<file path="config.mk">
export PLATFORM = sky130hd
export DESIGN_NAME = lfsr_rng
export DESIGN_NICKNAME = d
export VERILOG_FILES = /design/src/rtl/lfsr_rng.sv
export SDC_FILE = /design/constraint.sdc
export NUM_CORES = 1
export LEC_CHECK = 0
export ABC_AREA = 1
export BUFFER_PORTS_ARGS = -buffer_cell sky130_fd_sc_hd__buf_2
export CAP_MARGIN = 40
export CORE_ASPECT_RATIO = 1.2
export CORE_MARGIN = 1.5
export CORE_UTILIZATION = 50
export CTS_BUF_LIST = sky130_fd_sc_hd__clkbuf_4
export DETAILED_ROUTE_END_ITERATION = 6
export PLACE_DENSITY = 0.68
export SLEW_MARGIN = 20
export SYNTH_ARGS = -nofsm -noshare
export SYNTH_HDL_FRONTEND = slang
export SYNTH_SLANG_ARGS = --single-unit
</file>
<file path="constraint.sdc">
create_clock -name clk -period 3.38 [get_ports clk]
set_input_delay 0.169 -clock clk [delete_from_list [all_inputs] [get_ports clk]]
set_output_delay 0.169 -clock clk [all_outputs]
set_load 0.02 [all_outputs]
</file>
<file path="src/rtl/lfsr_rng.sv">
// rtl/lfsr_rng.sv - Galois LFSR random number generator with rejection-sampled range limit
// Optional macro LFSR_FREERUN_EN: LFSR also steps while idle, making results timing dependent.
module lfsr_rng #(
  parameter int               WIDTH      = 16,
  parameter logic [WIDTH-1:0] TAPS       = 16'hB400,
  parameter int               OUT_W      = 8,
  parameter logic [WIDTH-1:0] RESET_SEED = 16'hACE1,
  parameter int               MAX_TRIES  = 16
) (
  input  logic             clk,
  input  logic             reset_n,
  input  logic             seed_load,
  input  logic             req,
  input  logic [OUT_W-1:0] limit,
  output logic             busy,
  output logic             valid,
  output logic [OUT_W-1:0] q,
  output logic             fallback
);

  localparam int TRY_W = $clog2(MAX_TRIES + 1);
  localparam logic [TRY_W-1:0] MAX_T = TRY_W'(MAX_TRIES);

  typedef enum logic {IDLE, DRAW} fsm_t;

  fsm_t             fsm, fsm_nxt;
  logic [WIDTH-1:0] lfsr, lfsr_nxt, cnt, stepped, seed_val;
  logic [OUT_W-1:0] lim_r, lim_nxt, lim_m1, mask, cand, q_nxt;
  logic [TRY_W-1:0] tries, tries_nxt, tries_inc;
  logic             valid_nxt, busy_nxt, fb_nxt, accept;

  assign stepped   = lfsr[0] ? ((lfsr >> 1) ^ TAPS) : (lfsr >> 1);
  assign seed_val  = (cnt == '0) ? RESET_SEED : cnt;
  assign lim_m1    = lim_r - 1'b1;
  assign tries_inc = tries + 1'b1;

  // Smear the top set bit of limit-1 downward: smallest 2^k-1 covering [0, limit).
  always_comb begin
    mask = lim_m1;
    for (int i = 0; i < OUT_W; i++) begin
      mask = mask | (mask >> 1);
    end
  end

  assign cand   = stepped[OUT_W-1:0] & mask;
  assign accept = (lim_r == '0) || (cand < lim_r);

  always_comb begin
    fsm_nxt   = fsm;
    lfsr_nxt  = lfsr;
    lim_nxt   = lim_r;
    tries_nxt = tries;
    q_nxt     = q;
    valid_nxt = 1'b0;
    busy_nxt  = busy;
    fb_nxt    = fallback;
    case (fsm)
      IDLE: begin
`ifdef LFSR_FREERUN_EN
        lfsr_nxt = stepped;
`else
        lfsr_nxt = lfsr;
`endif
        if (req) begin
          lim_nxt   = limit;
          tries_nxt = '0;
          busy_nxt  = 1'b1;
          fsm_nxt   = DRAW;
        end
      end
      DRAW: begin
        lfsr_nxt = stepped;
        if (accept) begin
          q_nxt     = cand;
          valid_nxt = 1'b1;
          fb_nxt    = 1'b0;
          busy_nxt  = 1'b0;
          fsm_nxt   = IDLE;
        end else begin
          tries_nxt = tries_inc;
          // cand < 2*limit here, so the subtraction always lands inside the range
          if (tries_inc == MAX_T) begin
            q_nxt     = cand - lim_r;
            valid_nxt = 1'b1;
            fb_nxt    = 1'b1;
            busy_nxt  = 1'b0;
            fsm_nxt   = IDLE;
          end
        end
      end
      default: fsm_nxt = IDLE;
    endcase
    if (seed_load) begin
      lfsr_nxt = seed_val;
    end
  end

  always_ff @(posedge clk or negedge reset_n) begin
    if (!reset_n) begin
      lfsr     <= RESET_SEED;
      cnt      <= '0;
      fsm      <= IDLE;
      lim_r    <= '0;
      tries    <= '0;
      q        <= '0;
      valid    <= 1'b0;
      busy     <= 1'b0;
      fallback <= 1'b0;
    end else begin
      lfsr     <= lfsr_nxt;
      cnt      <= cnt + 1'b1;
      fsm      <= fsm_nxt;
      lim_r    <= lim_nxt;
      tries    <= tries_nxt;
      q        <= q_nxt;
      valid    <= valid_nxt;
      busy     <= busy_nxt;
      fallback <= fb_nxt;
    end
  end

endmodule
</file>
Word-level counts from Yosys, hierarchy flattened
Cells that the tools add are included.
{"block": "classes", "n_addsub": 4, "n_lt_le_gt_ge": 1, "eq_ne": 5, "mux": 22, "bitwise_logic": 11, "n_reduce_logical": 8}
{"cell": "16-bit two-way mux", "count": 4}
{"cell": "8-bit by 7-bit OR with 8-bit output", "count": 8}
{"cell": "16-bit by 1-bit adder with 16-bit output, second input constant", "count": 1}
{"cell": "16-bit logical NOT", "count": 1}
{"cell": "8-bit two-way mux", "count": 2}
{"cell": "1-bit two-way mux", "count": 11}
{"cell": "5-bit two-way mux", "count": 2}
{"cell": "5-bit one-hot mux with 2 select lines", "count": 1}
{"cell": "8-bit AND", "count": 1}
{"cell": "8-bit logical NOT", "count": 1}
{"cell": "8-bit less-than comparator", "count": 1}
{"cell": "2-bit AND reduction", "count": 4}
{"cell": "8-bit by 1-bit subtractor with 8-bit output, second input constant", "count": 1}
{"cell": "8-bit subtractor", "count": 1}
{"cell": "2-bit inequality test, second input constant", "count": 3}
{"cell": "5-bit by 1-bit adder with 5-bit output, second input constant", "count": 1}
{"cell": "5-bit == test, second input constant", "count": 1}
{"cell": "3-bit NOT with 4-bit output", "count": 1}
{"cell": "1-bit one-hot mux with 2 select lines", "count": 2}
{"cell": "3-bit by 1-bit inequality test with 1-bit output, second input constant", "count": 1}
{"cell": "2-bit nonzero test", "count": 1}
{"cell": "1-bit logical OR", "count": 1}
{"cell": "1-bit NOT", "count": 1}
{"block": "totals", "regBits": 57, "input_bits": 12, "output_inout_bits": 11}

Logic depth before layout (Yosys ltp)
Gate-level depths: netlist (run 1).
{"block": "depth", "depth_word": 14, "mapped_depth": 26, "mapped_depth_nobuf": 25}

Least setup slack after synthesis (run 1)
No wires, ideal clock.
{"block": "synth_timing", "path_kind": "register to register", "startpoint": "reg lim_r[1]", "endpoint": "reg q[7]", "arrival_time_ns": 2.977, "slack_ns": 0.283, "stages_incl_launch_ff": 26, "path_buffers": 1, "period_less_slack_ns": 3.097, "path_cell_list": "dfrtp_1 -> inv_1 -> ha_1 -> nand3_1 -> nand2_1 -> nand2_1 -> inv_1 -> nand2_1 -> nor2_2 -> nand2_1 -> nor2_2 -> nand2_1 -> nand2_1 -> inv_1 -> fa_1 -> nand3_1 -> nand3_2 -> nand2_1 -> o311ai_4 -> nand2_4 -> nor2_2 -> nor2_4 -> inv_4 -> buf_6 -> nand2_1 -> o21ai_2"}
{"block": "synth_between", "elab_chain_len": 14, "word_cells_on_any_way": 18, "classes_between": "2 x add/sub; 1 x order compare; 2 x mux; 9 x bitwise; 4 x reduce/logical"}
{"element": "start: declaration", "line": "28", "text": "logic [OUT_W-1:0] lim_r, lim_nxt, lim_m1, mask, cand, q_nxt;"}
{"element": "start signal: assignment", "line": "113", "text": "lim_r <= lim_nxt;"}
{"element": "8-bit by 1-bit subtractor with 8-bit output", "line": "34", "text": "assign lim_m1 = lim_r - 1'b1;"}
{"element": "8-bit by 7-bit OR with 8-bit output (8 in a row)", "line": "41", "text": "mask = mask | (mask >> 1);"}
{"element": "8-bit AND", "line": "45", "text": "assign cand = stepped[OUT_W-1:0] & mask;"}
{"element": "8-bit less-than comparator", "line": "46", "text": "assign accept = (lim_r == '0) || (cand < lim_r);"}
{"element": "1-bit logical OR", "line": "46"}
{"element": "2-bit nonzero test (no line)"}
{"element": "2-bit AND reduction (no line)"}
{"element": "end signal: assignment", "line": "115", "text": "q <= q_nxt;"}
{"element": "end: declaration", "line": "17", "text": "output logic [OUT_W-1:0] q,"}
Several ways; a longest one is shown, not always the timed one. The select of a mux whose other input is x is not followed.
A chain may end at the register's enable or synchronous reset.

Worst setup path after layout (run 1)
{"block": "layout_timing", "startpoint": "reg lim_r[0]", "endpoint": "reg busy"}
{"block": "layout_between", "elab_chain_len": 14, "word_cells_on_any_way": 17, "classes_between": "1 x add/sub; 1 x order compare; 1 x eq/ne; 2 x mux; 9 x bitwise; 3 x reduce/logical"}
{"element": "8-bit by 1-bit subtractor with 8-bit output", "line": "34"}
{"element": "8-bit by 7-bit OR with 8-bit output (8 in a row)", "line": "41"}
{"element": "8-bit AND", "line": "45"}
{"element": "8-bit less-than comparator", "line": "46"}
{"element": "1-bit logical OR *", "line": "46"}
{"element": "1-bit two-way mux or 3-bit by 1-bit inequality test with 1-bit output (tied branches)"}
{"element": "1-bit one-hot mux with 2 select lines or 2-bit AND reduction (tied branches)"}
{"element": "end signal: assignment", "line": "117", "text": "busy <= busy_nxt;"}
{"element": "end: declaration", "line": "15", "text": "output logic busy,"}
Every way passes the cells marked *; elsewhere a longest branch is shown, timed or not.

==> summary.txt, run 1 <==
Synthesis
  • Mux cell area share after synthesis: 0%
  • Largest family of logic cells by synthesized area: simple AND/OR/NAND/NOR gates
  • Synth Area in Compound Gates: between 10% and 20%
  • Share of synthesized registers carrying an async set or reset: 100%
  • Avg Inst Size Synth: about 8.7 um2
  • Seq/Total Area, Yosys: between 40 and 50%
  • EDFF count, synth: 0
  • Synth Flop Type: dfrtp_1
  • Share of the synthesized area in the top cell type: a little under two fifths
  • Post-synthesis cell count: ~380
  • Post-synthesis simple-gate area fraction: about 24%
  • Post-Synth Adder-Cell Area: under 10%
  • Synth cell types: 39
  • Post-synthesis xor/xnor area fraction: under 10%
  • Ranking of synthesized cells by area: dfrtp_1, nand2_1, dfstp_2
  • Mapped Area: 3260 um2
  • Syn nets: 402
  • #FFs+latches synth: between 50 and 60
  • Top cell type by total area after synthesis: dfrtp_1
  • Warnings from Yosys: 0

Placement
  • Global placement routability congestion: 0.931
  • Placed cells: 478
  • Post-DP Area: about 3500 um2
  • Final HPWL DP: around 5000 um
  • IO buf count: 22

Clock tree
  • Root Buffer: clkbuf_4
  • CTS tree: yes
  • Longest Clk Path Bufs: 2
  • Clk sink count: between 50 and 60
  • Num CTS Buffers: 9
  • Worst skew pair latency: between 400 and 500 ps
  • Clock transition at path regs: ~100 ps
  • H-tree depth: 3

Drt
  • Final WL: approximately 6800 um
  • DRT Pass-1 Iters: 4
  • DR iter-0 viols: 154
  • Vias per inst: 5.18
  • DRC viols: 0
  • Via Count: 2621
  • Wire per inst: 13.4 um
  • Final ANT Viol Nets: 0

STA
  • Final Cycle Share: between 90% and 100%
  • Fin crit period: 3140 ps
  • Worst Max-Slew Pin Slew: roughly 770 ps
  • Skew final: between 15 and 20 ps
  • Setup violations, final: 0
  • Slew HR: between 40% and 50%
  • Hold_ws: 15.2 ps
  • Fmax: ~320 MHz
  • Slew Limit Fails: 0
  • Final hold vios: 0

Power
  • Pleak: 1.81 nW
  • P per Cell Area: about 570 nW/um2
  • Peak supply drop: about 0.00030 V
  • Total power: about 2.1 mW

Setup path
  • Crit. End Element: flop
  • CP required: roughly 3600 ps
  • Max FO, Critical Path: 14
  • CP Data Arrival Time: 3400 ps
  • Worst r2r path cells: 24
  • CP Class: reg -> reg
  • Startpoint type of the worst setup path: flop

Layout
  • Area growth, synth to finish: 15.7%
  • Final Util: slightly below 60%
  • Commonest non-fill, non-tap cell in the layout: nand2_1
  • Diode count: 0
  • Final nets: 442
  • Post-route insts no fill: slightly above 500
  • Share of layout cells above drive strength 1: 23.5%
  • Commonest cells after routing, fill and taps aside: nand2_1, dfrtp_1, inv_1
  • Fin area: between 3000 and 4000 um2

Floorplanning
  • Placeable Area: between 6000 and 7000 um2
  • IO Pins: 23
  • Row cnt: 32
  • Die W: 76.7 um
  • Initial Util: 51.2%
  • Die Y: 91.4 um
  • Die area: between 7000 and 8000 um2

GRT
  • Pin count of the biggest net entering global routing: 24
  • First-pass GRT wire length: 11800 um
  • Gr usage total: a little over a fifth
  • Initial antenna violation count: 0
  • Vias in the first global route: between 2000 and 3000
  • Grt ovf: 0

Flow run
  • Max Cap Violations: 0

Hold path
  • WHS Path Cells: 3
  • Hold WC Path Type: in -> reg

Run status
  • Run status: complete, no violations
synth_stat cells (2+ instances only):
cell      number
a21oi_1       19
buf_2          2
clkbuf_1       6
dfrtp_1       49
dfstp_2        8
ha_1          13
inv_1         49
nand2_1       65
nand2_2        4
nand3_1       25
nand3_2        6
nand4_1        3
nor2_1        31
nor2_2         7
nor2_4         2
nor3_1         3
nor3_2         5
o211ai_1       4
o21ai_0       24
o21ai_1        3
o21bai_1       2
o221ai_1       3
o22ai_1        5
o31ai_1        2
xnor2_1        4
xor2_1        19
report_power, final:
group          internal, mW  leakage [nW]  total [mW]  switching (mW)
clock network         0.294        0.0892       0.551           0.258
logic                 0.264          1.03       0.723           0.459
registers             0.796         0.695       0.866          0.0697
total                  1.35          1.81        2.14           0.787
critical path, cell delays in order (launching register included):
cell	delay (ps)
dfrtp_1	420
inv_2	90
buf_4	140
nand2_2	70
nor2_1	100
nand2_1	50
nand2_1	110
nand2_2	100
nor2_4	130
nand2_2	70
nor2_2	120
nand2_1	60
nand2_1	90
inv_1	80
fa_2	380
nand3_1	90
nand3_2	110
nand2_2	110
o311ai_4	100
nand2_4	130
nor2_2	50
nor2_4	210
inv_6	90
nand2_1	70
nand2_1	50
per-stage QoR:
stage	setup slack (ps)	setup TNS (ps)
6_report	236	0
5_1_grt	-27.6	-96.7
4_1_cts	84.6	0
3_5_place_dp	128	0
3_3_place_gp	225	0
2_1_floorplan	283	0
path summary, 6_finish.rpt:
check | end | slack, ps | start
min reg2reg | q[3] | 480 | q[3]
min | lim_r[3] | 20 | limit[3]
max reg2reg | busy | 240 | lim_r[0]
min in group asynchronous | tries[0] | 240 | reset_n
max in group asynchronous | lfsr[5] | 2280 | reset_n
max | busy | 240 | lim_r[0]
cell families after synthesis:
group	Yosys count
simple gates	156
compound gates	67
buf+inv	59
flops	57
xor+xnor	23
fa+ha+maj	14
state kept, by name, summed over array words and instances (netlist names):
signal    count
fsm           1
q             8
lfsr         16
cnt          16
lim_r         8
tries         5
busy          1
fallback      1
valid         1
routing by layer:
metal	global-route usage, %	part of all wire, %	vias up
met2	36.5	50	55
met1	25.6	44	1223
met4	11.9	3.4	0
li1	-	-	1325
met3	4.32	3.3	18
met5	0	0	-
final cells by class:
cell class | instances | area [um2]
Multi-Input combinational cell | 260 | 1620
Inverter | 50 | 193
Clock buffer | 9 | 67.6
Timing Repair Buffer | 38 | 260
Sequential cell | 57 | 1440
Tap cell | 85 | 106
Fill cell | 566 | 2600
Clock inverter | 7 | 85.1
repair_timing:
item                                    4_1_cts  5_1_grt
hold buffers                                  4        0
hold endpoints to repair                     20        0
buffers inserted                              0        8
gates resized for setup                       0       13
endpoints found under the setup margin        0       16
(Power assumes the default switching activity.)
==> inputs of run 2 (changes only) <==
--- a/config.mk
+++ b/config.mk
@@ -8,7 +8,7 @@
 export ABC_AREA = 1
 export BUFFER_PORTS_ARGS = -buffer_cell sky130_fd_sc_hd__buf_2
 export CAP_MARGIN = 40
-export CORE_ASPECT_RATIO = 1.2
+export CORE_ASPECT_RATIO = 1.1
 export CORE_MARGIN = 1.5
 export CORE_UTILIZATION = 50
 export CTS_BUF_LIST = sky130_fd_sc_hd__clkbuf_4
==> run 2 against run 1 <==
Non-clock buffer count is 3 lower. Combinational power barely moved. Power is 3.3% lower. Clock power is 12% lower. Critical path type unchanged. Largest cell class unchanged. Highest routed layer unchanged.
==> summary.txt, run 2 (same netlist as run 1, synthesis figures left out) <==
Drt
  • DRT Pass-1 Iters: 5
  • Via Count: ~2600
  • DRC viols: 0
  • Wire per inst: 13.4 um
  • DR iter-0 viols: 123
  • Final ANT Viol Nets: 0
  • Vias per inst: 5.21
  • Final WL: approximately 6700 um

Floorplanning
  • Initial Util: about 52%
  • Die Y: slightly below 90 um
  • Die area: around 7000 um2
  • Die W: 80.0 um
  • Placeable Area: a little over 6000 um2
  • IO Pins: 23
  • Row cnt: 30

Power
  • Pleak: 1.78 nW
  • Peak supply drop: just under 0.0003 V
  • P per Cell Area: around 560 nW/um2

Layout
  • Commonest non-fill, non-tap cell in the layout: nand2_1
  • Area growth, synth to finish: 14.2%
  • Final Util: roughly three fifths
  • Commonest cells after routing, fill and taps aside: nand2_1, dfrtp_1, inv_1
  • Regs by FF count: cnt (16), lfsr (16)
  • Share of layout cells above drive strength 1: about a quarter
  • Final nets: 440
  • Diode count: 0

STA
  • Skew final: just over 20 ps
  • Fin crit period: 3170 ps
  • Worst Max-Slew Pin Slew: roughly 750 ps
  • Final Cycle Share: a little over nine tenths
  • Hold_ws: 18.1 ps
  • Slew HR: about half
  • Fmax: roughly 320 MHz
  • Slew Limit Fails: 0
  • RSZ-0062 raised after global routing: no
  • Setup violations, final: 0
  • Final hold vios: 0
  • Final setup TNS: 0 ps

Clock tree
  • H-tree depth: 3
  • Clock transition at path regs: around 100 ps
  • Root Buffer: clkbuf_4
  • Clk sink count: 57
  • CTS tree: yes
  • Longest Clk Path Bufs: 2
  • Worst skew pair latency: between 400 and 500 ps
  • Num CTS Buffers: 9

Placement
  • IO buf count: 22
  • Global placement routability congestion: 0.918
  • Final HPWL DP: 5010 um

Setup path
  • CP Class: reg -> reg
  • Crit-path max cell delay: about 420 ps
  • CP most frequent cell: nand2_1
  • R2r setup slk: between 200 and 250 ps
  • CP required: 3710 ps
  • CP max-delay cell: dfrtp_1
  • Startpoint type of the worst setup path: flop
  • Crit. End Element: flop
  • Max FO, Critical Path: 8
  • CP Data Arrival Time: roughly 3500 ps

GRT
  • Gr usage total: a little over a fifth
  • First-pass GRT wire length: 11300 um
  • Pin count of the biggest net entering global routing: 24
  • Vias in the first global route: 2447
  • Initial antenna violation count: 0
  • Grt ovf: 0

Run status
  • Run status: complete, no violations

Flow run
  • Max Cap Violations: 0

Hold path
  • Hold WC Path Type: in -> reg
run 2: final cells by class:
cell class	instances	area, um2
Clock buffer	11	82.6
Clock inverter	5	47.5
Timing Repair inverter	1	7.51
Sequential cell	57	1440
Tap cell	80	100
Inverter	50	194
Multi-Input combinational cell	260	1620
Fill cell	569	2510
Timing Repair Buffer	35	235
run 2: per-stage QoR:
stage / instance area (um2) / cells / total power, mW / worst slack (ps)
after CTS: 3630 / 492 / 2.03 / 56.1
after floorplan: 3260 / 376 / 1.36 / 283
after detailed placement: 3470 / 473 / 1.54 / 81.7
after global placement: 3450 / 472 / 1.53 / 236
after global routing: 3720 / 499 / 2.22 / 15.2
final: 3720 / 499 / 2.07 / 213
run 2: metal layers:
| layer | vias to the layer above | part of all wire (%) | global-route usage [%] |
|---|---|---|---|
| met2 | 53 | 49 | 36.0 |
| met1 | 1214 | 45 | 25.7 |
| met5 | - | 0 | 0 |
| met4 | 0 | 1.8 | 8.62 |
| li1 | 1323 | - | - |
| met3 | 12 | 4.0 | 4.58 |
run 2: critical path: cells and delay by family, from the launching register on:
kind	cells	cell delay [ps]
adder cells (fa/ha/maj)	2	540
AND/OR/NAND/NOR	17	1620
AO/OA/AOI/OAI	1	100
buffers and inverters	5	440
flip-flops	1	420
run 2: what timing repair did:
| action | 4_1_cts | 5_1_grt |
|---|---|---|
| hold endpoints to repair | 16 | 0 |
| setup buffers | 0 | 6 |
| setup endpoints to repair | 0 | 17 |
| hold buffers | 3 | 0 |
| gates resized for setup | 0 | 15 |
run 2: power by group:
group	internal [mW]	total (mW)	switching (mW)	leakage [nW]
Sequential	0.796	0.865	0.0682	0.695
Clock	0.235	0.486	0.251	0.0757
Combinational	0.262	0.721	0.459	1.01
Total	1.29	2.07	0.778	1.78
run 2: final timing paths:
path / to / cells after the start / from
setup / recovery: q[0] / 25 / lim_r[1]
hold / removal: lim_r[3] / 3 / limit[3]
setup reg to reg: q[0] / 25 / lim_r[1]
hold reg to reg: busy / 2 / busy
max in group asynchronous: lfsr[5] / 3 / reset_n
min in group asynchronous: lim_r[5] / 2 / reset_n
==> inputs of run 3 (changes only) <==
--- a/config.mk
+++ b/config.mk
@@ -14,6 +14,7 @@
 export CTS_BUF_LIST = sky130_fd_sc_hd__clkbuf_4
 export DETAILED_ROUTE_END_ITERATION = 6
 export PLACE_DENSITY = 0.68
+export RECOVER_POWER = 25
 export SLEW_MARGIN = 20
 export SYNTH_ARGS = -nofsm -noshare
 export SYNTH_HDL_FRONTEND = slang
==> run 3 against run 2 <==
Count of clock-buffer cells in the layout is the same. Cell count is the same. Global-route usage is the same. First-iteration DRC count is the same. Worst setup slack is essentially flat. Core utilization shrank 0.40 points. Register-to-register slack is essentially flat. Die area is the same. Largest power group unchanged. Highest routed layer unchanged. Via count is essentially flat.
==> summary.txt, run 3 (same netlist as run 1, synthesis figures left out) <==
GRT
  • Grt ovf: 0
  • Initial antenna violation count: 0
  • First-pass GRT wire length: ~11000 um
  • Gr usage total: a little over a fifth
  • Pin count of the biggest net entering global routing: 24
  • Vias in the first global route: approximately 2400

Layout
  • Regs by FF count: cnt (16), lfsr (16)
  • Fin area: around 3700 um2
  • Area growth, synth to finish: 13.4%
  • Share of layout cells above drive strength 1: 23.2%
  • Diode count: 0
  • Commonest non-fill, non-tap cell in the layout: nand2_1
  • Final nets: 440
  • Commonest cells after routing, fill and taps aside: nand2_1, dfrtp_1, inv_1

Placement
  • Final HPWL DP: ~5000 um
  • Post-DP Area: 3470 um2
  • Global placement routability congestion: between 0.9 and 1
  • IO buf count: 22

STA
  • Hold_ws: ~18 ps
  • Setup violations, final: 0
  • RSZ-0062 raised after global routing: no
  • Skew final: ~21 ps
  • Worst Max-Slew Pin Slew: around 1200 ps
  • Final hold vios: 0
  • Fmax: approximately 320 MHz
  • Slew HR: between 10% and 20%
  • Final setup TNS: 0 ps
  • Slew Limit Fails: 0
  • Final Cycle Share: a little over nine tenths
  • Fin crit period: roughly 3200 ps

Setup path
  • Max FO, Critical Path: 8
  • R2r setup slk: 210 ps
  • Startpoint type of the worst setup path: flop
  • CP Data Arrival Time: between 3000 and 4000 ps
  • CP required: around 3700 ps
  • CP Class: reg -> reg
  • Crit. End Element: flop

Floorplanning
  • IO Pins: 23
  • Die area: 7010 um2
  • Row cnt: 30
  • Die W: approximately 80 um
  • Placeable Area: 6230 um2
  • Initial Util: ~52%
  • Die Y: approximately 90 um

Clock tree
  • Root Buffer: clkbuf_4
  • Worst skew pair latency: around 410 ps
  • Num CTS Buffers: 9
  • CTS tree: yes
  • Longest Clk Path Bufs: 2
  • H-tree depth: 3
  • Clock transition at path regs: about 100 ps
  • Clk sink count: 57

Power
  • Peak supply drop: 0.000291 V
  • Pleak: around 1.8 nW
  • P per Cell Area: 560 nW/um2

Drt
  • Wire per inst: ~13 um
  • DRT Pass-1 Iters: 4
  • Met2 WL: between 3000 and 4000 um
  • Met1 wire length: 3010 um
  • Vias per inst: 5.22
  • DR iter-0 viols: between 100 and 150
  • Final ANT Viol Nets: 0
  • DR top layer: met4
  • Via Count: around 2600
  • DR WL met3: roughly 260 um
  • DRC viols: 0
  • Final WL: around 6700 um

Flow run
  • Max Cap Violations: 0

Run status
  • Run status: complete, no violations

Hold path
  • Hold WC Path Type: in -> reg
run 3: changes by cell type in the layout (fill, tap and decap cells not counted), sizes merged:
cell	delta
clkbuf	+2
buf	-2
run 3: stage by stage:
stage          util (%)  setup slack, ps  cells  power [mW]
3_5_place_dp       55.7             81.7    473        1.54
4_1_cts            58.3             56.1    492        2.03
3_3_place_gp       55.3              236    472        1.53
6_report           59.3              212    499        2.07
5_1_grt            59.3             15.2    499        2.22
2_1_floorplan         -              283    376        1.36
run 3: cell type report:
type | instances | area (um2)
multi-input combinational | 260 | 1620
tap | 80 | 100
inverter | 50 | 194
timing repair inverter | 1 | 7.51
clock inverter | 5 | 47.5
fill | 574 | 2540
sequential | 57 | 1440
timing repair buffer | 35 | 210
clock buffer | 11 | 82.6
run 3: worst max-delay path, stage by stage, from the launching register on:
cell	delay, ps
dfrtp_1	420
inv_2	70
ha_4	170
inv_1	60
nor2_1	50
nand2_1	80
nand2_1	50
inv_1	90
nand2_2	80
nor2_2	110
nand2_1	90
nor2_2	130
nand2_1	70
nand2_1	90
inv_1	70
fa_2	370
nand3_2	80
nand3_2	100
nand2_2	110
o311ai_4	100
nand2_4	170
nor2_2	70
nor2_4	190
buf_4	150
nand3_1	80
nand2_1	70
run 3: worst paths after layout:
kind,end,cells past startpoint,startpoint
max,q[0],25,lim_r[1]
min,lim_r[3],3,limit[3]
max reg2reg,q[0],25,lim_r[1]
min reg2reg,busy,2,busy
max in group asynchronous,cnt[4],3,reset_n
min in group asynchronous,lim_r[5],2,reset_n
run 3: timing repair:
item,CTS,global route
buffers inserted,0,6
endpoints found under the setup margin,0,17
gates resized for setup,0,15
hold buffers,3,0
endpoints found under the hold margin,16,0
run 3: metal layers:
layer / global-route usage (%) / up-vias
met3: 4.58 / 12
met5: 0 / -
met1: 25.7 / 1217
met2: 36.0 / 50
met4: 8.62 / 0
li1: - / 1325
run 3: where the power goes:
| part | total (mW) | switching, mW | internal (mW) |
|---|---|---|---|
| Clock | 0.486 | 0.251 | 0.235 |
| Combinational | 0.717 | 0.458 | 0.259 |
| Sequential | 0.865 | 0.0682 | 0.796 |
| Total | 2.07 | 0.777 | 1.29 |
